**config.mk**
```make
export PLATFORM = sky130hd
export DESIGN_NAME = row_feeder_flat
export DESIGN_NICKNAME = d
export VERILOG_FILES = /design/src/rtl/raybox_pkg.sv /design/src/rtl/row_feeder_if.sv /design/src/rtl/recip_div.sv /design/src/rtl/row_feeder.sv /design/src/flat_wrapper.sv
export SDC_FILE = /design/constraint.sdc
export NUM_CORES = 1
export LEC_CHECK = 0
export CELL_PAD_IN_SITES_DETAIL_PLACEMENT = 1
export CELL_PAD_IN_SITES_GLOBAL_PLACEMENT = 2
export CORE_MARGIN = 2
export CORE_UTILIZATION = 30
export CTS_CLUSTER_DIAMETER = 120
export DETAILED_ROUTE_END_ITERATION = 12
export PLACE_DENSITY_LB_ADDON = 0.1
export SLEW_MARGIN = 20
export SYNTH_ARGS = -nofsm -noshare
export SYNTH_HDL_FRONTEND = slang
export SYNTH_HIERARCHICAL = 1
export SYNTH_SLANG_ARGS = --single-unit
```
**constraint.sdc**
```tcl
create_clock -name clk -period 4.7 [get_ports clk]
set_clock_uncertainty 0.1 [all_clocks]
set_input_delay 0.94 -clock clk [delete_from_list [all_inputs] [get_ports clk]]
set_output_delay 0.94 -clock clk [all_outputs]
set_load 0.005 [all_outputs]
```
**src/rtl/raybox_pkg.sv**
```systemverilog
// Shared constants, FSM encoding and texv saturation helper for the row feeder.
// Sized copies of the constants keep comparisons width-exact.
package raybox_pkg;

  localparam int H_VIEW = 640;
  localparam int HALF   = H_VIEW / 2;
  localparam int FRAC   = 12;
  localparam int STEP_W = 18;

  // One extra quotient bit so a span of 1 can hold 2^18 exactly.
  localparam int QUO_W  = STEP_W + 1;
  localparam int SIZE_W = 11;
  localparam int TEXU_W = 6;
  localparam int TEXV_W = 6;
  localparam int HPOS_W = 10;
  localparam int SPAN_W = 12;
  localparam int ACC_W  = 20;

  localparam logic [SIZE_W-1:0] HALF_S    = SIZE_W'(HALF);
  localparam logic [HPOS_W-1:0] H_VIEW_H  = HPOS_W'(H_VIEW);
  localparam logic [4:0]        DIV_ITERS = 5'(STEP_W);
  localparam logic [3:0]        MUL_ITERS = 4'(SIZE_W);

  typedef enum logic [1:0] {
    ST_IDLE  = 2'd0,
    ST_DIV   = 2'd1,
    ST_MUL   = 2'd2,
    ST_READY = 2'd3
  } feed_state_e;

  function automatic logic [TEXV_W-1:0] texv_sat(input logic [ACC_W-1:0] acc);
    if (|acc[ACC_W-1:FRAC+TEXV_W]) return '1;
    return acc[FRAC+TEXV_W-1:FRAC];
  endfunction

endpackage

```
**src/rtl/row_feeder_if.sv**
```systemverilog
// Tracer handshake, line timing and per-pixel output bundle of the row feeder.
interface row_feeder_if;
  import raybox_pkg::*;

  logic              in_valid;
  logic              in_ready;
  logic              in_side;
  logic [SIZE_W-1:0] in_size;
  logic [TEXU_W-1:0] in_texu;
  logic              line_start;
  logic [HPOS_W-1:0] hpos;
  logic              side;
  logic [SIZE_W-1:0] size;
  logic [TEXU_W-1:0] texu;
  logic [TEXV_W-1:0] texv;
  logic              busy;
  logic              underrun;

  modport master (
    output in_valid, in_side, in_size, in_texu, line_start, hpos,
    input  in_ready, side, size, texu, texv, busy, underrun
  );

  modport slave (
    input  in_valid, in_side, in_size, in_texu, line_start, hpos,
    output in_ready, side, size, texu, texv, busy, underrun
  );

endinterface

```
**src/rtl/recip_div.sv**
```systemverilog
// Restoring divider computing 2^18 / divisor in exactly 18 iteration cycles.
// The dividend's single set bit is folded into the start cycle.
module recip_div
  import raybox_pkg::*;
(
  input  logic              clk,
  input  logic              reset,
  input  logic              start_i,
  input  logic [SPAN_W-1:0] divisor_i,
  output logic              done_o,
  output logic [QUO_W-1:0]  quot_o
);

  logic [SPAN_W-1:0] rem_q, rem_d;
  logic [SPAN_W-1:0] divisor_q, divisor_d;
  logic [QUO_W-1:0]  quot_q, quot_d;
  logic [4:0]        cnt_q, cnt_d;
  logic [SPAN_W:0]   trial;
  logic              qbit;

  // Remaining dividend bits are all zero, so each step just doubles the remainder.
  always_comb begin
    rem_d     = rem_q;
    divisor_d = divisor_q;
    quot_d    = quot_q;
    cnt_d     = cnt_q;
    trial     = {rem_q, 1'b0};
    qbit      = trial >= {1'b0, divisor_q};
    if (start_i) begin
      divisor_d = divisor_i;
      rem_d     = (divisor_i == SPAN_W'(1)) ? '0 : SPAN_W'(1);
      quot_d    = {(divisor_i == SPAN_W'(1)), STEP_W'(0)};
      cnt_d     = DIV_ITERS;
    end else if (cnt_q != 5'd0) begin
      rem_d  = qbit ? SPAN_W'(trial - {1'b0, divisor_q}) : trial[SPAN_W-1:0];
      quot_d = {quot_q[STEP_W], quot_q[STEP_W-2:0], qbit};
      cnt_d  = cnt_q - 5'd1;
    end
  end

  always_ff @(posedge clk or posedge reset) begin
    if (reset) begin
      rem_q     <= '0;
      divisor_q <= '0;
      quot_q    <= '0;
      cnt_q     <= '0;
    end else begin
      rem_q     <= rem_d;
      divisor_q <= divisor_d;
      quot_q    <= quot_d;
      cnt_q     <= cnt_d;
    end
  end

  // High during the final iteration; the quotient is complete from the next cycle.
  assign done_o = (cnt_q == 5'd1);
  assign quot_o = quot_q;

endmodule

```
**src/rtl/row_feeder.sv**
```systemverilog
// Double-buffers one traced wall result per line and streams side/size/texu
// plus a per-pixel texture v derived from a reciprocal step and pre-offset.
module row_feeder
  import raybox_pkg::*;
(
  input logic         clk,
  input logic         reset,
  row_feeder_if.slave bus
);

  feed_state_e       state_q;
  logic              pend_full_q, pend_full_d;
  logic              pend_side_q;
  logic [SIZE_W-1:0] pend_size_q;
  logic [TEXU_W-1:0] pend_texu_q;
  logic              side_q;
  logic [SIZE_W-1:0] size_q;
  logic [TEXU_W-1:0] texu_q;
  logic [TEXV_W-1:0] texv_q, texv_d;
  logic              busy_q;
  logic              underrun_q;
  logic [ACC_W-1:0]  acc_q, acc_d;
  logic [ACC_W-1:0]  pre_q;
  logic [SIZE_W-1:0] mplier_q;
  logic [3:0]        mcnt_q;

  logic              accept;
  logic              promote;
  logic [SIZE_W-1:0] size_next;
  logic [SPAN_W-1:0] span;
  logic [SPAN_W-1:0] start_pos, end_pos, hpos_ext;
  logic              clip, in_span, div_done;
  logic [QUO_W-1:0]  step;

  assign accept  = bus.in_valid && !pend_full_q;
  assign promote = bus.line_start && pend_full_q;

  // The divider starts on the line_start edge, so it must see the size being promoted.
  always_comb begin
    pend_full_d = pend_full_q;
    if (promote) pend_full_d = 1'b0;
    if (accept)  pend_full_d = 1'b1;
    size_next = promote ? pend_size_q : size_q;
    span      = {size_next, 1'b1};
  end

  recip_div u_div (
    .clk       (clk),
    .reset     (reset),
    .start_i   (bus.line_start),
    .divisor_i (span),
    .done_o    (div_done),
    .quot_o    (step)
  );

  always_comb begin
    clip      = size_q > HALF_S;
    start_pos = clip ? '0 : SPAN_W'(HALF_S - size_q);
    end_pos   = SPAN_W'(HALF_S) + SPAN_W'(size_q);
    hpos_ext  = SPAN_W'(bus.hpos);
    in_span   = (hpos_ext >= start_pos) && (hpos_ext <= end_pos) && (bus.hpos < H_VIEW_H);
    acc_d     = acc_q;
    if (hpos_ext == start_pos) acc_d = pre_q;
    else if (in_span)          acc_d = acc_q + ACC_W'(step);
    texv_d    = in_span ? texv_sat(acc_d) : '0;
  end

  always_ff @(posedge clk or posedge reset) begin
    if (reset) begin
      state_q     <= ST_IDLE;
      pend_full_q <= 1'b0;
      pend_side_q <= 1'b0;
      pend_size_q <= '0;
      pend_texu_q <= '0;
      side_q      <= 1'b0;
      size_q      <= '0;
      texu_q      <= '0;
      texv_q      <= '0;
      busy_q      <= 1'b0;
      underrun_q  <= 1'b0;
      acc_q       <= '0;
      pre_q       <= '0;
      mplier_q    <= '0;
      mcnt_q      <= '0;
    end else begin
      pend_full_q <= pend_full_d;
      underrun_q  <= bus.line_start && !pend_full_q;
      texv_q      <= '0;
      if (accept) begin
        pend_side_q <= bus.in_side;
        pend_size_q <= bus.in_size;
        pend_texu_q <= bus.in_texu;
      end
      if (promote) begin
        side_q <= pend_side_q;
        size_q <= pend_size_q;
        texu_q <= pend_texu_q;
      end

      case (state_q)
        ST_IDLE: ;
        ST_DIV: begin
          if (div_done) begin
            state_q  <= ST_MUL;
            pre_q    <= '0;
            mplier_q <= clip ? (size_q - HALF_S) : '0;
            mcnt_q   <= clip ? MUL_ITERS : 4'd1;
          end
        end
        // MSB-first shift-add of (size-HALF)*step; unclipped lines just pass zero.
        ST_MUL: begin
          pre_q    <= {pre_q[ACC_W-2:0], 1'b0} + (mplier_q[SIZE_W-1] ? ACC_W'(step) : '0);
          mplier_q <= {mplier_q[SIZE_W-2:0], 1'b0};
          mcnt_q   <= mcnt_q - 4'd1;
          if (mcnt_q == 4'd1) begin
            state_q <= ST_READY;
            busy_q  <= 1'b0;
          end
        end
        ST_READY: begin
          acc_q  <= acc_d;
          texv_q <= texv_d;
        end
        default: state_q <= ST_IDLE;
      endcase

      if (bus.line_start) begin
        state_q <= ST_DIV;
        busy_q  <= 1'b1;
      end
    end
  end

  assign bus.in_ready = !pend_full_q;
  assign bus.side     = side_q;
  assign bus.size     = size_q;
  assign bus.texu     = texu_q;
  assign bus.texv     = texv_q;
  assign bus.busy     = busy_q;
  assign bus.underrun = underrun_q;

endmodule
```
**src/flat_wrapper.sv**
```systemverilog
// flat-port wrapper written by rule: the top's interface ports become plain ports
module row_feeder_flat import raybox_pkg::*;
  (clk, reset, bus_in_valid, bus_in_side, bus_in_size, bus_in_texu, bus_line_start, bus_hpos, bus_in_ready, bus_side, bus_size, bus_texu, bus_texv, bus_busy, bus_underrun);
  row_feeder_if bus_i ();
  input logic clk;
  input logic reset;
  input wire logic [$bits(bus_i.in_valid)-1:0] bus_in_valid;
  input wire logic [$bits(bus_i.in_side)-1:0] bus_in_side;
  input wire logic [$bits(bus_i.in_size)-1:0] bus_in_size;
  input wire logic [$bits(bus_i.in_texu)-1:0] bus_in_texu;
  input wire logic [$bits(bus_i.line_start)-1:0] bus_line_start;
  input wire logic [$bits(bus_i.hpos)-1:0] bus_hpos;
  output wire logic [$bits(bus_i.in_ready)-1:0] bus_in_ready;
  output wire logic [$bits(bus_i.side)-1:0] bus_side;
  output wire logic [$bits(bus_i.size)-1:0] bus_size;
  output wire logic [$bits(bus_i.texu)-1:0] bus_texu;
  output wire logic [$bits(bus_i.texv)-1:0] bus_texv;
  output wire logic [$bits(bus_i.busy)-1:0] bus_busy;
  output wire logic [$bits(bus_i.underrun)-1:0] bus_underrun;
  assign bus_i.in_valid = bus_in_valid;
  assign bus_i.in_side = bus_in_side;
  assign bus_i.in_size = bus_in_size;
  assign bus_i.in_texu = bus_in_texu;
  assign bus_i.line_start = bus_line_start;
  assign bus_i.hpos = bus_hpos;
  assign bus_in_ready = bus_i.in_ready;
  assign bus_side = bus_i.side;
  assign bus_size = bus_i.size;
  assign bus_texu = bus_i.texu;
  assign bus_texv = bus_i.texv;
  assign bus_busy = bus_i.busy;
  assign bus_underrun = bus_i.underrun;
  row_feeder u_core (.clk(clk), .reset(reset), .bus(bus_i));
endmodule
```
# Word-level counts from Yosys, hierarchy flattened
# Cells that the tools add are included.
dict set report totals {
  reg_bits 150
  in_bits 32
  output_inout_bits 27
}
dict set report op_classes {
  n_addsub 8
  order_cmp 5
  n_eq_ne 9
  muxes 35
  reduce_logical 20
}
# cell n
set op_table {}
lappend op_table {{$mux W20} 3}
lappend op_table {{$mux W12} 4}
lappend op_table {{$pmux W20 S2} 1}
lappend op_table {{$mux W19} 2}
lappend op_table {{$mux W11} 3}
lappend op_table {{$mux W6} 4}
lappend op_table {{$pmux W11 S2} 1}
lappend op_table {{$add A20 B19 Y20} 1}
lappend op_table {{$add A20 B20 Y20} 1}
lappend op_table {{$mux W18} 1}
lappend op_table {{$ge A13 B12 Y1} 1}
lappend op_table {{$add A9 B11 Y12 const A} 1}
lappend op_table {{$eq A10 B12 Y1} 1}
lappend op_table {{$ge A10 B12 Y1} 1}
lappend op_table {{$le A10 B12 Y1} 1}
lappend op_table {{$reduce_bool A2 Y1} 6}
lappend op_table {{$sub A12 B12 Y12} 1}
lappend op_table {{$sub A9 B11 Y12 const A} 1}
lappend op_table {{$gt A11 B9 Y1 const B} 1}
lappend op_table {{$logic_not A11 Y1} 1}
lappend op_table {{$sub A11 B9 Y11 const B} 1}
lappend op_table {{$lt A10 B10 Y1 const B} 1}
lappend op_table {{$mux W5} 2}
lappend op_table {{$mux W4} 2}
lappend op_table {{other kinds (19)} 35}

# Logic depth before layout (Yosys ltp)
dict set report logic_depth {
  depth_word 12
  mapped_depth 16
  mapped_depth_nobuf 15
}

# Cells and area by module
# The synthesis kept the hierarchy.
# module instances cells_per_inst area_per_inst_um2 seq_area_each_um2
set modules_own_cells {}
lappend modules_own_cells {row_feeder 1 762 6971.7 2552.4}
lappend modules_own_cells {recip_div 1 310 2752.6 1201.2}

# Worst setup path after synthesis
# Ideal clock, no wire load.
dict set report synth_timing {
  path_type {register to register}
  start {register u_core.size_q[3], in the netlist u_core/bus.size[3]}
  end {register u_core.acc_q[14]}
  setup_time_ps 135
  t_arrival_ps 3504
  required_ps 4465
  setup_slack_ps 960
  stages_incl_launch_ff 16
  path_buffers 2
  period_less_slack_ps 3740
  path_cell_list {dfrtp_1 -> nor4_4 -> and3_1 -> o21a_1 -> clkbuf_1 -> nand2_1 -> ha_1 -> and3_1 -> a221o_1 -> a221o_1 -> o311ai_1 -> or2_1 -> buf_2 -> nor2_1 -> a221oi_2 -> o21ai_0}
}
dict set report synth_between {
  elab_chain_cells 7
}
# item line_no
set synth_lines {}
lappend synth_lines {{from (decl)} row_feeder.sv:17} ;# logic [SIZE_W-1:0] size_q;
lappend synth_lines {{from (signal assigned)} row_feeder.sv:96} ;# size_q <= pend_size_q;
lappend synth_lines {{$sub A9 B11 Y12 or $gt A11 B9 Y1 (tied branches)} {row_feeder.sv:58, row_feeder.sv:57}}
lappend synth_lines {{$mux W12} row_feeder.sv:58} ;# start_pos = clip ? '0 : SPAN_W'(HALF_S - size_q);
lappend synth_lines {{$ge A10 B12 Y1} row_feeder.sv:61} ;# in_span = (hpos_ext >= start_pos) && (hpos_ext <= end_pos) && (bus.hpos < H_VIEW_H);
lappend synth_lines {{$logic_and A1 B1 Y1 (2 in series)} row_feeder.sv:61}
lappend synth_lines {{$mux W20} row_feeder.sv:64} ;# else if (in_span) acc_d = acc_q + ACC_W'(step);
lappend synth_lines {{$mux W20 *} row_feeder.sv:63} ;# if (hpos_ext == start_pos) acc_d = pre_q;
lappend synth_lines {{to (signal assigned)} row_feeder.sv:81} ;# acc_q <= '0;
lappend synth_lines {{to (signal assigned)} row_feeder.sv:121} ;# acc_q <= acc_d;
lappend synth_lines {{to (decl)} row_feeder.sv:22} ;# logic [ACC_W-1:0] acc_q, acc_d;
# Mark *: on every way between the ends. The rest lies on a longest branch, timed or not. The select of a mux whose other input is x is not followed.
# A chain may end at the register's enable or synchronous reset.

# Final worst setup path
dict set report layout_timing {
  start {register u_core.size_q[5], in the netlist u_core/bus.size[5]}
  end {register u_core.acc_q[14]}
}
# The elaborated chain is that of the path after synthesis.

==> flow_summary.yaml <==
power_and_ir_drop:
  power_density_mw_per_mm2: 509.5
  p_switching_mw: 2.249
  p_sw_frac: 0.3887
  peakVddDrop_uv: 243.6
  power.total_mw: 5.785
  cellLeakagePower_nw: 5.024
  p_int_mw: 3.537
  p_comb_frac: 0.425
  seq_power_share: 0.325
  p_clk_frac: 0.250
global_routing:
  track_usage: 0.1794
  grt_max_degree: 103
  grt_pass1_vias: 8604
  gr-total-overflow: 0
  grt_antenna_before_repair: 0
  grt_pass1_wl_um: 47470
sta:
  setup_tns_ns: 0
  max_slew_margin: 0.3726
  setup_viol: 0
  rsz0062_at_grt: "false"
  hold_violations: 0
  worstMarginPinSlew_ns: 0.9265
  slew_viol_final: 0
  fin_crit_ns: 4.328
  fmax_ghz: 0.2311
  fin_crit_sh: 0.9208
setup_path:
  critPathKind: "flop to flop"
  crit_fanout: 13
  arrival_ns: 4.51
  end_kind: "flop"
  cp-start-kind: "flop"
  worstPathRequired_ns: 4.88
floorplanning:
  initial_core_util: 0.3066
  placementRows: 65
  dieArea_mm2: 0.03387
  die_h_um: 184.0
  chipWidth_um: 184.0
  ios: 59
  core_region_area_mm2: 0.03172
logic_synthesis:
  synth_enable_flop_cells: 0
  postSynthCellCount: 1072
  syn_nets: 1185
  ys_seq_elements: 150
  synth-async-reset-ratio: 1.000
  yosys_warnings: 6
  syn-cell-area_mm2: 0.009724
  synth_cell_types: 81
  ys_seq_area_frac: 0.3860
  synth_area_per_cell_um2: 9.071
  synth-main-ff-cell: "dfrtp_1"
clocking:
  clkTransAtPathRegs_ns: 0.06
  insertion_delay_ns: 0.44
  cts_root_buf: "clkbuf_16"
  h-tree-depth: 4
  cts.sinks: 150
  post_cts_buffers: 0
  clock_path_buffers: 2
  cts_made_buffers: 17
  cts_tree: "yes"
routing:
  first_iter_violations: 400
  routed_wl_um: 28870
  drtPass1Iterations: 4
  routedWlPerCell_um: 18.79
  vias: 8096
  viasPerCell: 5.271
  drc: 0
  ant_nets: 0
layout:
  final_area_mm2: 0.01136
  diodes: 0
  synthToLayoutAreaGrowth_pct: 16.78
  layout_common_cells: "150 x dfrtp_1, 128 x nand2_1, 92 x a21oi_1"
  fin_util: 0.3580
  layout_commonest_cell: "dfrtp_1"
  layout-drive-gt1-share: 0.09877
  nets: 1235
place:
  portBuffers: 58
  place_area_mm2: 0.01075
  gp_congestion: 0.7997
  dp_hpwl_um: 21650
outcome:
  status: "complete, no violations"
flow_run:
  drv_cap: 0
min_path:
  hold_path.class: "flop to flop"
[cells in the mapped netlist (5+ instances only)]
library cell | number | area [um2]
nor3_1 | 28 | 140.1
dfrtp_1 | 150 | 3754
xor2_1 | 17 | 148.9
inv_1 | 40 | 150.1
a21oi_1 | 92 | 460.4
buf_2 | 6 | 30.03
nand2_1 | 128 | 480.5
nand4_1 | 7 | 43.79
and2_1 | 23 | 143.9
o211ai_1 | 9 | 67.56
ha_1 | 78 | 975.9
nor2_1 | 79 | 296.5
o21ai_0 | 74 | 370.4
a22o_1 | 5 | 43.79
and3_1 | 9 | 56.30
nor3b_1 | 5 | 37.54
nand3b_1 | 8 | 60.06
xnor2_1 | 27 | 236.5
o21a_1 | 10 | 75.07
clkbuf_1 | 33 | 123.9
mux2_2 | 37 | 416.7
nand3_1 | 33 | 165.2
a211oi_1 | 7 | 52.55
nand2b_1 | 10 | 62.56
nor2b_1 | 9 | 56.30
o22ai_1 | 11 | 68.82
o31ai_1 | 6 | 45.04
a31oi_1 | 15 | 93.84
a21o_1 | 19 | 142.6
[cells by family (layout without fill, tap and decap cells)]
group | count (synthesis) | after routing | synth area share
AND/OR/NAND/NOR | 369 | 369 | 0.1859
AO/OA/AOI/OAI | 300 | 300 | 0.1978
flip-flops | 150 | 150 | 0.3860
buffers and inverters | 87 | 149 | 0.03783
adder cells (fa/ha/maj) | 81 | 81 | 0.1065
XOR/XNOR | 44 | 44 | 0.03963
multiplexers | 40 | 40 | 0.04593
other | 1 | 1 | 0.0003856
[final cells by class]
cell class | count | area (um2)
multi-input combinational | 835 | 5605
timing repair buffer | 77 | 730.7
tap | 402 | 503.0
clock buffer | 19 | 452.9
sequential | 150 | 3754
fill | 3680 | 20360
clock inverter | 12 | 153.9
inverter | 41 | 156.4
[state kept, by name, summed over array words and instances (netlist names)]
signal                  count
u_core/pend_full_q          1
u_core/pend_size_q         11
u_core/u_div/divisor_q     12
u_core/bus.side             1
u_core/pre_q               20
u_core/acc_q               20
u_core/mplier_q            11
u_core/u_div/quot_o        19
u_core/bus.size            11
u_core/pend_side_q          1
u_core/bus.texu             6
u_core/bus.busy             1
u_core/bus.underrun         1
u_core/bus.texv             6
u_core/mcnt_q               4
u_core/u_div/cnt_q          5
u_core/pend_texu_q          6
u_core/state_q              2
u_core/u_div/rem_q         12
[worst max-delay path, cell delays in order (launching register included)]
cell and delay, ns:
dfrtp_1 0.45, nor4_4 0.45, and3_1 0.33, o21a_1 0.45, nand2_1 0.11, ha_1 0.31
and3_1 0.18, a221o_1 0.32, a221o_1 0.35, o311ai_1 0.24, or2_1 0.31, nor2_1 0.15
a221oi_2 0.29, o21ai_0 0.13
[power by group through the flow]
stage	Sequential [mW]	Combinational, mW	Clock, mW
6_report	1.88	2.46	1.45
3_3_place_gp	1.90	2.49	0
2_1_floorplan	1.82	1.75	0
4_1_cts	1.89	2.50	1.50
3_5_place_dp	1.91	2.48	0
5_1_grt	1.93	2.78	1.54
[stage by stage]
| step | hold WS, ns | setup WS (ns) | cells |
|---|---|---|---|
| floorplan | 0.3431 | 0.9604 | 1072 |
| global placement | 0.3575 | 0.5330 | 1505 |
| detailed placement | 0.3732 | 0.3720 | 1505 |
| CTS | 0.3890 | 0.3576 | 1536 |
| global route | 0.4177 | 0.07126 | 1536 |
| finish | 0.3843 | 0.3724 | 1536 |
[worst paths after layout]
check / cells after the start / end / slack [ns] / from
setup / recovery: 13 / u_core/acc_q[14]$_DFFE_PP0P_ / 0.37 / u_core/bus.size[5]$_DFF_PP0_
hold / removal: 2 / u_core/mplier_q[9]$_DFFE_PP0P_ / 0.38 / u_core/mplier_q[9]$_DFFE_PP0P_
setup reg to reg: 13 / u_core/acc_q[14]$_DFFE_PP0P_ / 0.37 / u_core/bus.size[5]$_DFF_PP0_
hold reg to reg: 2 / u_core/mplier_q[9]$_DFFE_PP0P_ / 0.38 / u_core/mplier_q[9]$_DFFE_PP0P_
max in group asynchronous: 3 / u_core/u_div/quot_o[17]$_DFFE_PP0P_ / 2.83 / reset
min in group asynchronous: 2 / u_core/u_div/divisor_q[10]$_DFFE_PP0P_ / 0.89 / reset
[layer usage]
metal  up-vias  GRT usage  part of all wire
li1       3957          -                 -
met1      4034     0.2292              0.47
met4         0    0.04960             0.012
met5         -          0                 0
met3        20    0.02892             0.027
met2        85     0.3128              0.49
[timing repair]
action / CTS / global route
hold buffers: 0 / 0
setup endpoints to repair: 0 / 7
resized for setup: 0 / 1
(Power assumes the default switching activity.)
